<file path="config.mk">
export PLATFORM = sky130hd
export DESIGN_NAME = bat_program_loader_flat
export DESIGN_NICKNAME = d
export VERILOG_FILES = /design/src/rtl/bat_program_loader_if.sv /design/src/rtl/bat_program_loader.sv /design/src/flat_wrapper.sv
export SDC_FILE = /design/constraint.sdc
export NUM_CORES = 1
export LEC_CHECK = 0
export CAP_MARGIN = 20
export CELL_PAD_IN_SITES_DETAIL_PLACEMENT = 0
export CELL_PAD_IN_SITES_GLOBAL_PLACEMENT = 1
export CORE_MARGIN = 5
export CORE_UTILIZATION = 30
export CTS_BUF_LIST = sky130_fd_sc_hd__clkbuf_4 sky130_fd_sc_hd__clkbuf_8
export DETAILED_ROUTE_END_ITERATION = 16
export MAX_ROUTING_LAYER = met4
export PLACE_DENSITY = 0.63
export REMOVE_ABC_BUFFERS = 1
export SETUP_SLACK_MARGIN = 0.5
export SLEW_MARGIN = 20
export SYNTH_ARGS = -nofsm -noshare
export SYNTH_HDL_FRONTEND = slang
export SYNTH_SLANG_ARGS = --single-unit
</file>
<file path="constraint.sdc">
create_clock -name CLK -period 2.7 [get_ports CLK]
set_input_delay 0.405 -clock CLK [delete_from_list [all_inputs] [get_ports CLK]]
set_output_delay 0.405 -clock CLK [all_outputs]
set_load 0.01 [all_outputs]
</file>
<file path="src/rtl/bat_program_loader_if.sv">
// Loader-facing bundle: byte stream in, core control/RAM write port out.
interface bat_program_loader_if;
   logic        START;
   logic [7:0]  RX_DATA;
   // A byte transfers on a rising edge where RX_VALID && RX_READY; the sender
   // holds RX_DATA stable while RX_VALID is high and the loader is not ready.
   logic        RX_VALID;
   logic        RX_READY;
   logic        HALT;
   logic [15:0] ADDRESS;
   logic [15:0] DATA;
   logic        EXT_RAM_RW;
   logic        EXT_RAM_EN;
   logic        CORE_RST;
   logic        DONE;
   logic        ERROR;

   modport master (
      input  START, RX_DATA, RX_VALID,
      output RX_READY, HALT, ADDRESS, DATA, EXT_RAM_RW, EXT_RAM_EN,
             CORE_RST, DONE, ERROR
   );

   modport slave (
      output START, RX_DATA, RX_VALID,
      input  RX_READY, HALT, ADDRESS, DATA, EXT_RAM_RW, EXT_RAM_EN,
             CORE_RST, DONE, ERROR
   );
endinterface

</file>
<file path="src/rtl/bat_program_loader.sv">
// Boot loader: receives a length-prefixed, checksummed word frame, writes it into
// core RAM while the core is halted, then pulses core reset and lets it run.
module bat_program_loader #(
   parameter logic [15:0] BASE_ADDR   = 16'h0000,
   parameter logic        WRITE_LEVEL = 1'b1,
   parameter int          RST_CYCLES  = 2
) (
   input  logic                 CLK,
   input  logic                 RST,
   bat_program_loader_if.master bus,
   output logic [3:0]           state_dbg
);

   typedef enum logic [3:0] {
      S_IDLE   = 4'd0,
      S_LEN_HI = 4'd1,
      S_LEN_LO = 4'd2,
      S_DAT_HI = 4'd3,
      S_DAT_LO = 4'd4,
      S_WRITE  = 4'd5,
      S_CSUM   = 4'd6,
      S_CRST   = 4'd7,
      S_RUN    = 4'd8,
      S_ERR    = 4'd9
   } state_t;

   state_t      state;
   logic [15:0] len;
   logic [15:0] count;
   logic [7:0]  sum;
   logic [15:0] rst_cnt;
   logic        accept;

   assign accept    = bus.RX_VALID & bus.RX_READY;
   assign state_dbg = state;

   always_ff @(posedge CLK) begin
      if (RST) begin
         state          <= S_IDLE;
         bus.RX_READY   <= 1'b0;
         bus.HALT       <= 1'b1;
         bus.CORE_RST   <= 1'b1;
         bus.EXT_RAM_EN <= 1'b0;
         bus.EXT_RAM_RW <= ~WRITE_LEVEL;
         bus.ADDRESS    <= BASE_ADDR;
         bus.DATA       <= 16'h0000;
         bus.DONE       <= 1'b0;
         bus.ERROR      <= 1'b0;
         len            <= 16'h0000;
         count          <= 16'h0000;
         sum            <= 8'h00;
         rst_cnt        <= 16'h0000;
      end else begin
         // The write strobe is a single-cycle pulse raised only on entry to WRITE.
         bus.EXT_RAM_EN <= 1'b0;
         bus.EXT_RAM_RW <= ~WRITE_LEVEL;
         case (state)
            S_IDLE, S_RUN, S_ERR: begin
               if (bus.START) begin
                  state        <= S_LEN_HI;
                  bus.RX_READY <= 1'b1;
                  bus.HALT     <= 1'b1;
                  bus.CORE_RST <= 1'b1;
                  bus.DONE     <= 1'b0;
                  bus.ERROR    <= 1'b0;
                  bus.ADDRESS  <= BASE_ADDR;
                  sum          <= 8'h00;
                  count        <= 16'h0000;
               end
            end
            S_LEN_HI: begin
               if (accept) begin
                  len[15:8] <= bus.RX_DATA;
                  state     <= S_LEN_LO;
               end
            end
            S_LEN_LO: begin
               if (accept) begin
                  len[7:0] <= bus.RX_DATA;
                  state    <= ({len[15:8], bus.RX_DATA} == 16'h0000) ? S_CSUM : S_DAT_HI;
               end
            end
            S_DAT_HI: begin
               if (accept) begin
                  bus.DATA[15:8] <= bus.RX_DATA;
                  sum            <= sum + bus.RX_DATA;
                  state          <= S_DAT_LO;
               end
            end
            S_DAT_LO: begin
               if (accept) begin
                  bus.DATA[7:0]  <= bus.RX_DATA;
                  sum            <= sum + bus.RX_DATA;
                  state          <= S_WRITE;
                  bus.RX_READY   <= 1'b0;
                  bus.EXT_RAM_EN <= 1'b1;
                  bus.EXT_RAM_RW <= WRITE_LEVEL;
               end
            end
            S_WRITE: begin
               bus.ADDRESS  <= bus.ADDRESS + 16'd1;
               count        <= count + 16'd1;
               bus.RX_READY <= 1'b1;
               state        <= (count + 16'd1 == len) ? S_CSUM : S_DAT_HI;
            end
            S_CSUM: begin
               if (accept) begin
                  bus.RX_READY <= 1'b0;
                  if (bus.RX_DATA == sum) begin
                     state   <= S_CRST;
                     rst_cnt <= 16'h0000;
                  end else begin
                     state     <= S_ERR;
                     bus.ERROR <= 1'b1;
                  end
               end
            end
            S_CRST: begin
               // HALT and CORE_RST drop together on the last CRST edge.
               if (rst_cnt == 16'(RST_CYCLES - 1)) begin
                  state        <= S_RUN;
                  bus.HALT     <= 1'b0;
                  bus.CORE_RST <= 1'b0;
                  bus.DONE     <= 1'b1;
               end else begin
                  rst_cnt <= rst_cnt + 16'd1;
               end
            end
            default: state <= S_IDLE;
         endcase
      end
   end

endmodule

</file>
<file path="src/flat_wrapper.sv">
// flat-port wrapper written by rule: the top's interface ports become plain ports
module bat_program_loader_flat 
#(
   parameter logic [15:0] BASE_ADDR   = 16'h0000,
   parameter logic        WRITE_LEVEL = 1'b1,
   parameter int          RST_CYCLES  = 2
)
  (CLK, RST, state_dbg, bus_START, bus_RX_DATA, bus_RX_VALID, bus_RX_READY, bus_HALT, bus_ADDRESS, bus_DATA, bus_EXT_RAM_RW, bus_EXT_RAM_EN, bus_CORE_RST, bus_DONE, bus_ERROR);
  bat_program_loader_if bus_i ();
  input  logic CLK;
  input  logic RST;
  output logic [3:0] state_dbg;
  input wire logic [$bits(bus_i.START)-1:0] bus_START;
  input wire logic [$bits(bus_i.RX_DATA)-1:0] bus_RX_DATA;
  input wire logic [$bits(bus_i.RX_VALID)-1:0] bus_RX_VALID;
  output wire logic [$bits(bus_i.RX_READY)-1:0] bus_RX_READY;
  output wire logic [$bits(bus_i.HALT)-1:0] bus_HALT;
  output wire logic [$bits(bus_i.ADDRESS)-1:0] bus_ADDRESS;
  output wire logic [$bits(bus_i.DATA)-1:0] bus_DATA;
  output wire logic [$bits(bus_i.EXT_RAM_RW)-1:0] bus_EXT_RAM_RW;
  output wire logic [$bits(bus_i.EXT_RAM_EN)-1:0] bus_EXT_RAM_EN;
  output wire logic [$bits(bus_i.CORE_RST)-1:0] bus_CORE_RST;
  output wire logic [$bits(bus_i.DONE)-1:0] bus_DONE;
  output wire logic [$bits(bus_i.ERROR)-1:0] bus_ERROR;
  assign bus_i.START = bus_START;
  assign bus_i.RX_DATA = bus_RX_DATA;
  assign bus_i.RX_VALID = bus_RX_VALID;
  assign bus_RX_READY = bus_i.RX_READY;
  assign bus_HALT = bus_i.HALT;
  assign bus_ADDRESS = bus_i.ADDRESS;
  assign bus_DATA = bus_i.DATA;
  assign bus_EXT_RAM_RW = bus_i.EXT_RAM_RW;
  assign bus_EXT_RAM_EN = bus_i.EXT_RAM_EN;
  assign bus_CORE_RST = bus_i.CORE_RST;
  assign bus_DONE = bus_i.DONE;
  assign bus_ERROR = bus_i.ERROR;
  bat_program_loader #(.BASE_ADDR(BASE_ADDR), .WRITE_LEVEL(WRITE_LEVEL), .RST_CYCLES(RST_CYCLES)) u_core (.CLK(CLK), .RST(RST), .bus(bus_i), .state_dbg(state_dbg));
endmodule
</file>
After elaboration in Yosys (flattened, before gate mapping). Index checks and enable logic that the tools add are counted.

Register bits after elaboration: 97. Logic and storage cells: 100.

Add/sub/neg operators: 4. Equality and inequality tests: 24. Muxes and demuxes: 33. Bitwise gates (word level): 2. Reduce and logical (&&, ||, !) cells: 23.

Operator list (number): $pmux 16 s2 (3); $mux 16 (4); $add 16x1->16 const B (3); $mux 4 (8); $pmux 4 s8 (1); $ne 2x1->1 const B (9); $eq 16x1->1 const B (1); $eq 16x16->1 (1); $eq 4x3->1 const B (4); $logic_not 16->1 (1); $mux 8 (2); $pmux 8 s2 (1); $reduce_and 2->1 (5); $reduce_bool 2->1 (5); $reduce_and 3->1 (3); $add 8x8->8 (1); $eq 4x2->1 const B (2); $eq 4x4->1 const B (2); $eq 8x8->1 (1); $mux 1 (8); $reduce_and 4->1 (2); $reduce_and 7->1 (1); $mux 3 (2); $ne 2x2->1 const B (3); other kinds (9) (13).

Longest topological paths before layout. Gate-level depths: netlist of the first run.

Depth after elaboration: 4. Mapped depth: 11. Depth with buffers taken out: 10.

Least setup slack after synthesis of the first run. Ideal clock, no wire load.

Path type: input to register. From: input port bus_RX_DATA[4]. To: register u_core.rst_cnt[15]. Library setup time: 0.127 ns. Arrival: 2.241 ns. Data required time: 2.573 ns. Path slack: 0.332 ns. Stages: 8. Cell sequence: ha_1 > nor4_4 > nand4_1 > a211o_1 > nor2_4 > or3b_1 > xor2_1 > nor2_1.

Word-level cells in the longest chain between the ends: 3.

RTL lines: start, declared (line flat_wrapper.sv:14) `input wire logic [$bits(bus_i.RX_DATA)-1:0] bus_RX_DATA;`; $eq 8x8->1 (line bat_program_loader.sv:109) `if (bus.RX_DATA == sum) begin`; $ne 2x1->1 (no line); $reduce_and 4->1 (no line); end signal, assigned (line bat_program_loader.sv:126) `rst_cnt <= rst_cnt + 16'd1;`; end, declared (line bat_program_loader.sv:31) `logic [15:0] rst_cnt;`.

No other way between the ends. A chain may end at the register's enable or synchronous reset.

Worst setup path in the final report of the first run.
From: register u_core.sum[0]. To: register u_core.rst_cnt[15].

Word-level cells in the longest chain between the ends: 3.

RTL lines: start, declared (line bat_program_loader.sv:30) `logic [7:0] sum;`; start signal, assigned (line bat_program_loader.sv:86) `sum <= sum + bus.RX_DATA;`; start signal, assigned (line bat_program_loader.sv:93) `sum <= sum + bus.RX_DATA;`; $eq 8x8->1 (line bat_program_loader.sv:109); $ne 2x1->1 (no line); $reduce_and 4->1 (no line).

No other way between the ends.

==> metrics.txt, run 1 <==
RSZ-0062 raised after global routing true; startpoint types register; largest family of logic cells by synthesized area simple AND/OR/NAND/NOR gates; min-delay worst type input port to register; ANT nets after route 0; Core Util, Final 38.71%; Slew HR 51.71%; clock share of power 26.2%; vias in the first global route 4646; FF-to-FF setup slack 0.46 ns; Post-synth EDFFs 0; Min Clock Period, post-route 2.236 ns; non-filler cells, final 940; Cell Rows 48; Final Hold Fails 0; clock buffer count from CTS 9; Hold Buf Count CTS 0; clk slew on worst S/H paths 0.10 ns; first-pass GRT wire length 24.21 mm; Starting Density 30.41%; critical path class register to register; Max Clk Rate 447.1 MHz; maximum vdd drop 228.3 uV; Synth Register Bits 97; pwr dens 615.5 nW/um^2; mux cell area share after synthesis 5.586%; sw power 0.001454 W; leakage 2.386 nW; worst slew pin tran 0.7188 ns; Compound-Gate Fraction of Synth Area 15.25%; RD Place Congestion 0.8027; dpl cells 919; # H-tree levels 3; nets 734; xor/xnor share of the synthesized area 6.827%; final slew viol count 0; max cap viols 0; clock sinks 97; largest net degree at the start of global routing 26; Syn-to-layout area delta 27.31%; Worst Hold Depth 2; CTS max path bufs 2; routed via count 4783; Synth Area in Adders 3.008%; Worst Reg-to-Reg Cells 8; DRC Markers 0; Slowest-stage cell, CP or3b_1; sw frac 35.40%; IO Port Bufs 54; hold slack 0.4608 ns; die width 142.2 um; Detailed Place HPWL 10.73 mm; Hold Path End u_core.sum[4]; CORE AREA 17240 sq um; Yosys cell types 75; Flop pwr share 39.3%; GRT Total Usage 15.39%; Required @ worst endpoint 2.97 ns; Mapped Avg Cell Area 8.189 sq um; GRT overflow 0; Root Driver clkbuf_8; Primary FF master, synth dfxtp_1; worst-path cell chain ha_4 > nor4_4 > nand4_1 > a211o_1 > nor2_4 > or3b_1 > xor2_1 > nor2_1; Ant. Diodes 0; RR Endpoint u_core.rst_cnt[15]; later-pin clock latency in the skew report 0.38 ns; cell area after synthesis 5241 sq um; Synth Warn # 0; layout cells sized above 1 17.06%; Ports 55; Die Y 142.2 um; Wirelength per Cell 15.71 um; status complete, no violations; CTS tree built; Worst Path Buf+Inv 0; Gate Count Post-Synth 640; sequential area share after synthesis 37.05%; Synth Area in Simple Gates 27.57%; Largest stage delay, worst path 0.36 ns; RR Startpoint u_core.sum[0]; worst setup skew after layout 0.01553 ns; post-DR vias/cell 5.088; Crit. End Element register; delay-heaviest family, CP simple AND/OR/NAND/NOR gates; initial DRC count 277; First-pass DRT Iterations 4; Async SR Flop Fraction 0%; crit path max fanout 2; HP Start RST; Worst EP arrival 2.50 ns; initial antenna violation count 0; internal power 0.002653 W; DRT Wirelength 14.77 mm; Setup-failing EPs final 0; crit share post-route 82.83%; Combinational Power Share 34.4%; Die ar. 20210 sq um
[cells in the mapped netlist (3+ instances only)]
master     count  area share, %
nor2_1       111            7.9
a31oi_1        5           0.60
o21a_1         5           0.72
o211ai_1       3           0.43
nand3_1       33            3.2
nor3_2         3           0.57
nor2b_1        6           0.72
nand2b_1       4           0.48
nor4_1         9            1.1
nand2_1       51            3.7
a2111oi_0      3           0.50
a21oi_1       41            3.9
or3_1          3           0.36
dfxtp_1       97             37
o21ai_0       25            2.4
buf_2          7           0.67
nor3_1        11            1.1
ha_1          11            2.6
and2_1         3           0.36
a211oi_1       5           0.72
xnor2_1       24            4.0
a22oi_1        8            1.1
a211o_1        3           0.50
mux2i_1       27            5.2
nand4_1       11            1.3
a311oi_1       3           0.50
and3_1        12            1.4
inv_1         18            1.3
xor2_1        15            2.5
clkbuf_1      21            1.5
[cell type report]
cell class | instances | area [sq um]
Multi-Input combinational cell | 489 | 3288
Inverter | 18 | 67.56
Clock buffer | 11 | 145.1
Tap cell | 225 | 281.5
Fill cell | 1749 | 10560
Clock inverter | 5 | 78.83
Timing Repair Buffer | 95 | 845.8
Sequential cell | 97 | 1966
[state kept, by name, summed over array words and instances, names as in the netlist]
| name | flops |
|---|---|
| u_core.len | 16 |
| u_core.bus.ADDRESS | 16 |
| u_core.sum | 8 |
| u_core.bus.EXT_RAM_RW | 1 |
| u_core.bus.DATA | 16 |
| u_core.count | 16 |
| u_core.bus.HALT | 1 |
| u_core.state_dbg | 4 |
| u_core.bus.DONE | 1 |
| u_core.bus.ERROR | 1 |
| u_core.rst_cnt | 16 |
| u_core.bus.RX_READY | 1 |
[power by group through the flow]
| stage | combinational (W) | clock, W | sequential [W] |
|---|---|---|---|
| 5_1_grt | 0.00157 | 0.00118 | 0.00163 |
| 3_5_place_dp | 0.00132 | 0 | 0.00163 |
| 6_report | 0.00141 | 0.00108 | 0.00161 |
| 2_1_floorplan | 0.000764 | 0 | 0.00164 |
| 4_1_cts | 0.00138 | 0.00112 | 0.00161 |
| 3_3_place_gp | 0.00131 | 0 | 0.00163 |
[repair_timing]
item / CTS / global route
endpoints found under the hold margin: 0 / 0
gates cloned: 0 / 0
setup buffers: 2 / 3
pin swaps: 9 / 17
setup endpoints to repair: 44 / 28
gates resized for setup: 28 / 40
[cells in the final DEF, fill, tap and decap left out, types with 3 or more instances in the layout]
master and instances:
nand3_4 3, a311oi_1 3, o211ai_1 3, nand2_1 48, and3_1 12, nor2_1 106
nand2_2 3, dfxtp_1 82, dfxtp_2 13, a211o_1 3, nor2_4 6, clkdlybuf4s50_1 46
ha_1 3, a211oi_1 4, nor3_2 4, xnor2_1 23, dlygate4sd2_1 7, nor3_1 9
mux2i_1 26, buf_4 38, ha_4 8, inv_1 18, clkbuf_8 10, o21ai_0 25
nand3_1 32, buf_6 3, a31oi_1 5, a21oi_1 41, and2_1 3, nor2b_1 5
xor2_1 15, nand4_1 11, o21a_1 5, nor4_1 9, or3_1 3, nand2b_1 3
a22oi_1 8
[logic make-up (layout without fill, tap and decap cells)]
logic type / count (synthesis) / count (layout)
simple gates: 284 / 284
compound gates: 124 / 124
flops: 97 / 97
buf+inv: 54 / 129
xor+xnor: 40 / 40
mux: 29 / 29
fa+ha+maj: 12 / 12
[through the flow]
stage                     setup slack (ns)  TNS (ns)  instance area, sq um  power (W)
after floorplan                     0.3087         0                  5062   0.002403
after global placement             -0.2752    -1.923                  6150   0.002943
after detailed placement           -0.3103    -2.853                  6150   0.002959
after CTS                           0.4386         0                  6526   0.004117
after global routing                0.3196         0                  6673   0.004381
final                               0.4635         0                  6673   0.004107
[layer usage]
metal / track usage [%] / vias to the layer above / routed length, um
met5: - / - / 0
met4: 4.343 / 0 / 223
met3: 2.688 / 14 / 666
met2: 24.87 / 89 / 6962
met1: 19.83 / 2280 / 6916
li1: - / 2400 / -
[how the worst max path moves through the flow]
stage | cells past startpoint | start | endpoint | slack (ns)
floorplan | 7 | u_core.state_dbg[3] | u_core.bus.ADDRESS[15] | 0.31
global placement | 9 | bus_RX_DATA[4] | u_core.rst_cnt[15] | -0.28
detailed placement | 10 | bus_RX_DATA[1] | u_core.rst_cnt[15] | -0.31
CTS | 9 | u_core.sum[5] | u_core.rst_cnt[15] | 0.44
global route | 9 | u_core.sum[1] | u_core.rst_cnt[15] | 0.32
finish | 8 | u_core.sum[0] | u_core.rst_cnt[15] | 0.46
Note: power is estimated with default switching activity, not from simulation.
==> run 2, diff against run 1 <==
==> constraint.sdc (replaced) <==
create_clock -name CLK -period 2.2 [get_ports CLK]
set_input_delay 0.33 -clock CLK [delete_from_list [all_inputs] [get_ports CLK]]
set_output_delay 0.33 -clock CLK [all_outputs]
set_load 0.01 [all_outputs]
==> run 2 against run 1 <==
Net effect:
- the flow now finishes with violations (setup timing)
- core utilization grew 6.6 points
- via count grew 6.3%
- first-iteration DRC count shrank 30%
- combinational power grew 98%
- final area grew 17%
- largest power group is now combinational cells
- critical path type unchanged
- count of clock-buffer cells in the layout is the same
- setup slack lost 0.56 ns
- sequential share of layout area shrank 3.6 points
- power grew 47%
- critical endpoint unchanged
- worst hold slack lost 0.19 ns
==> metrics.txt, run 2 (same netlist as run 1, synthesis figures left out) <==
Core Util, Final 45.30%; clock sinks 97; commonest cells after routing, fill and taps aside nor2_1, buf_4, dfxtp_1; RSZ-0062 raised after global routing true; Starting Density 30.41%; Final Hold Fails 0; IO Port Bufs 54; Syn-to-layout area delta 48.96%; first-pass GRT wire length 25.63 mm; CTS tree built; Ports 55; post-DR vias/cell 5.018; Detailed Place HPWL 10.90 mm; Worst EP arrival 2.58 ns; routed via count 5083; crit share post-route 104.3%; GRT overflow 0; WL met1 7.499 mm; Required @ worst endpoint 2.48 ns; startpoint types register; dpl ws -0.7305 ns; RD Place Congestion 0.8489; vias in the first global route 4876; GRT Total Usage 16.20%; Wirelength per Cell 15.94 um; combined area of the multi-input logic cells 3697 sq um; Die Y 142.2 um; initial antenna violation count 0; worst setup skew after layout 0.01556 ns; status finished with violations; Max Clk Rate 435.7 MHz; First-pass DRT Iterations 5; non-filler cells, final 1013; pwr dens 771.0 nW/um^2; Top Metal Used met4; largest net degree at the start of global routing 76; CORE AREA 17240 sq um; ANT nets after route 0; DRC Markers 0; Min Clock Period, post-route 2.295 ns; min-delay worst type input port to register; maximum vdd drop 356.8 uV; Cell Rows 48; initial DRC count 195; commonest non-fill, non-tap cell in the layout nor2_1; Crit. End Element register; Fillers 1641; Slew HR 73.40%; critical path class register to register; # H-tree levels 3; final slew viol count 0; Ant. Diodes 0; met2 wire len 7.903 mm; post-route setup slack -0.09520 ns; Setup-failing EPs final 2; nets 807; max cap viols 0; violated checks setup timing; crit path max fanout 3; met3 WL 561 um; final setup TNS -0.1042 ns; die width 142.2 um; dpl cells 956; later-pin clock latency in the skew report 0.39 ns; Die ar. 20210 sq um; worst slew pin tran 0.3879 ns; Root Driver clkbuf_8; DRT Wirelength 16.15 mm; clk slew on worst S/H paths 0.10 ns; leakage 3.090 nW; Hold Buf Count CTS 0; clock buffer count from CTS 9; sequential cell area 2016 sq um; layout cells sized above 1 34.90%; CTS max path bufs 2
[run 2: area by class of cell]
cell class / instances / share of cell area (%)
Multi-Input combinational cell: 489 / 47.36
Sequential cell: 97 / 25.82
Timing Repair Buffer: 168 / 19.63
Clock inverter: 5 / 0.7853
Tap cell: 225 / 3.606
Clock buffer: 11 / 1.939
Inverter: 18 / 0.8654
[run 2: path summary, 6_finish.rpt]
path	from	end	slack [ns]	cells past startpoint
setup / recovery	u_core.sum[1]	u_core.rst_cnt[15]	-0.1	9
hold / removal	RST	u_core.rst_cnt[1]	0.27	2
setup reg to reg	u_core.sum[1]	u_core.rst_cnt[15]	-0.1	9
hold reg to reg	u_core.bus.ADDRESS[4]	u_core.bus.ADDRESS[4]	0.47	1
[run 2: worst max-delay path, cell delays in order (launching register included)]
cell and delay, ns:
dfxtp_4 0.38, ha_4 0.24, nor3_2 0.19, buf_4 0.16, nand4_1 0.16, a211o_1 0.36
nor2_4 0.10, or3b_1 0.36, xor2_1 0.18, nor2_1 0.05
[run 2: what timing repair did]
action	CTS	global route
buffers inserted	22	18
resized for setup	167	65
hold endpoints to repair	0	0
endpoints found under the setup margin	81	71
pin swaps	51	38
cloned	0	1
[run 2: per-layer routing]
layer	vias up	track usage, %
li1	2548	-
met1	2433	20.83
met5	-	-
met4	0	3.485
met2	87	26.88
met3	15	2.655
[run 2: stage by stage]
step | hold WS, ns | cell area [sq um] | power [W]
after floorplan | 0.3991 | 5062 | 0.002949
after global placement | 0.4588 | 6452 | 0.003819
after CTS | 0.2525 | 7402 | 0.005667
after global routing | 0.2755 | 7807 | 0.006347
final | 0.2723 | 7807 | 0.006019
after detailed placement | 0.4653 | 6452 | 0.003837
[run 2: power breakdown]
group	total (W)	internal [W]	switching [W]
combinational	0.00279	0.00138	0.00141
sequential	0.00196	0.00185	0.000109
clock	0.00128	0.000597	0.000680
total	0.00602	0.00382	0.00220
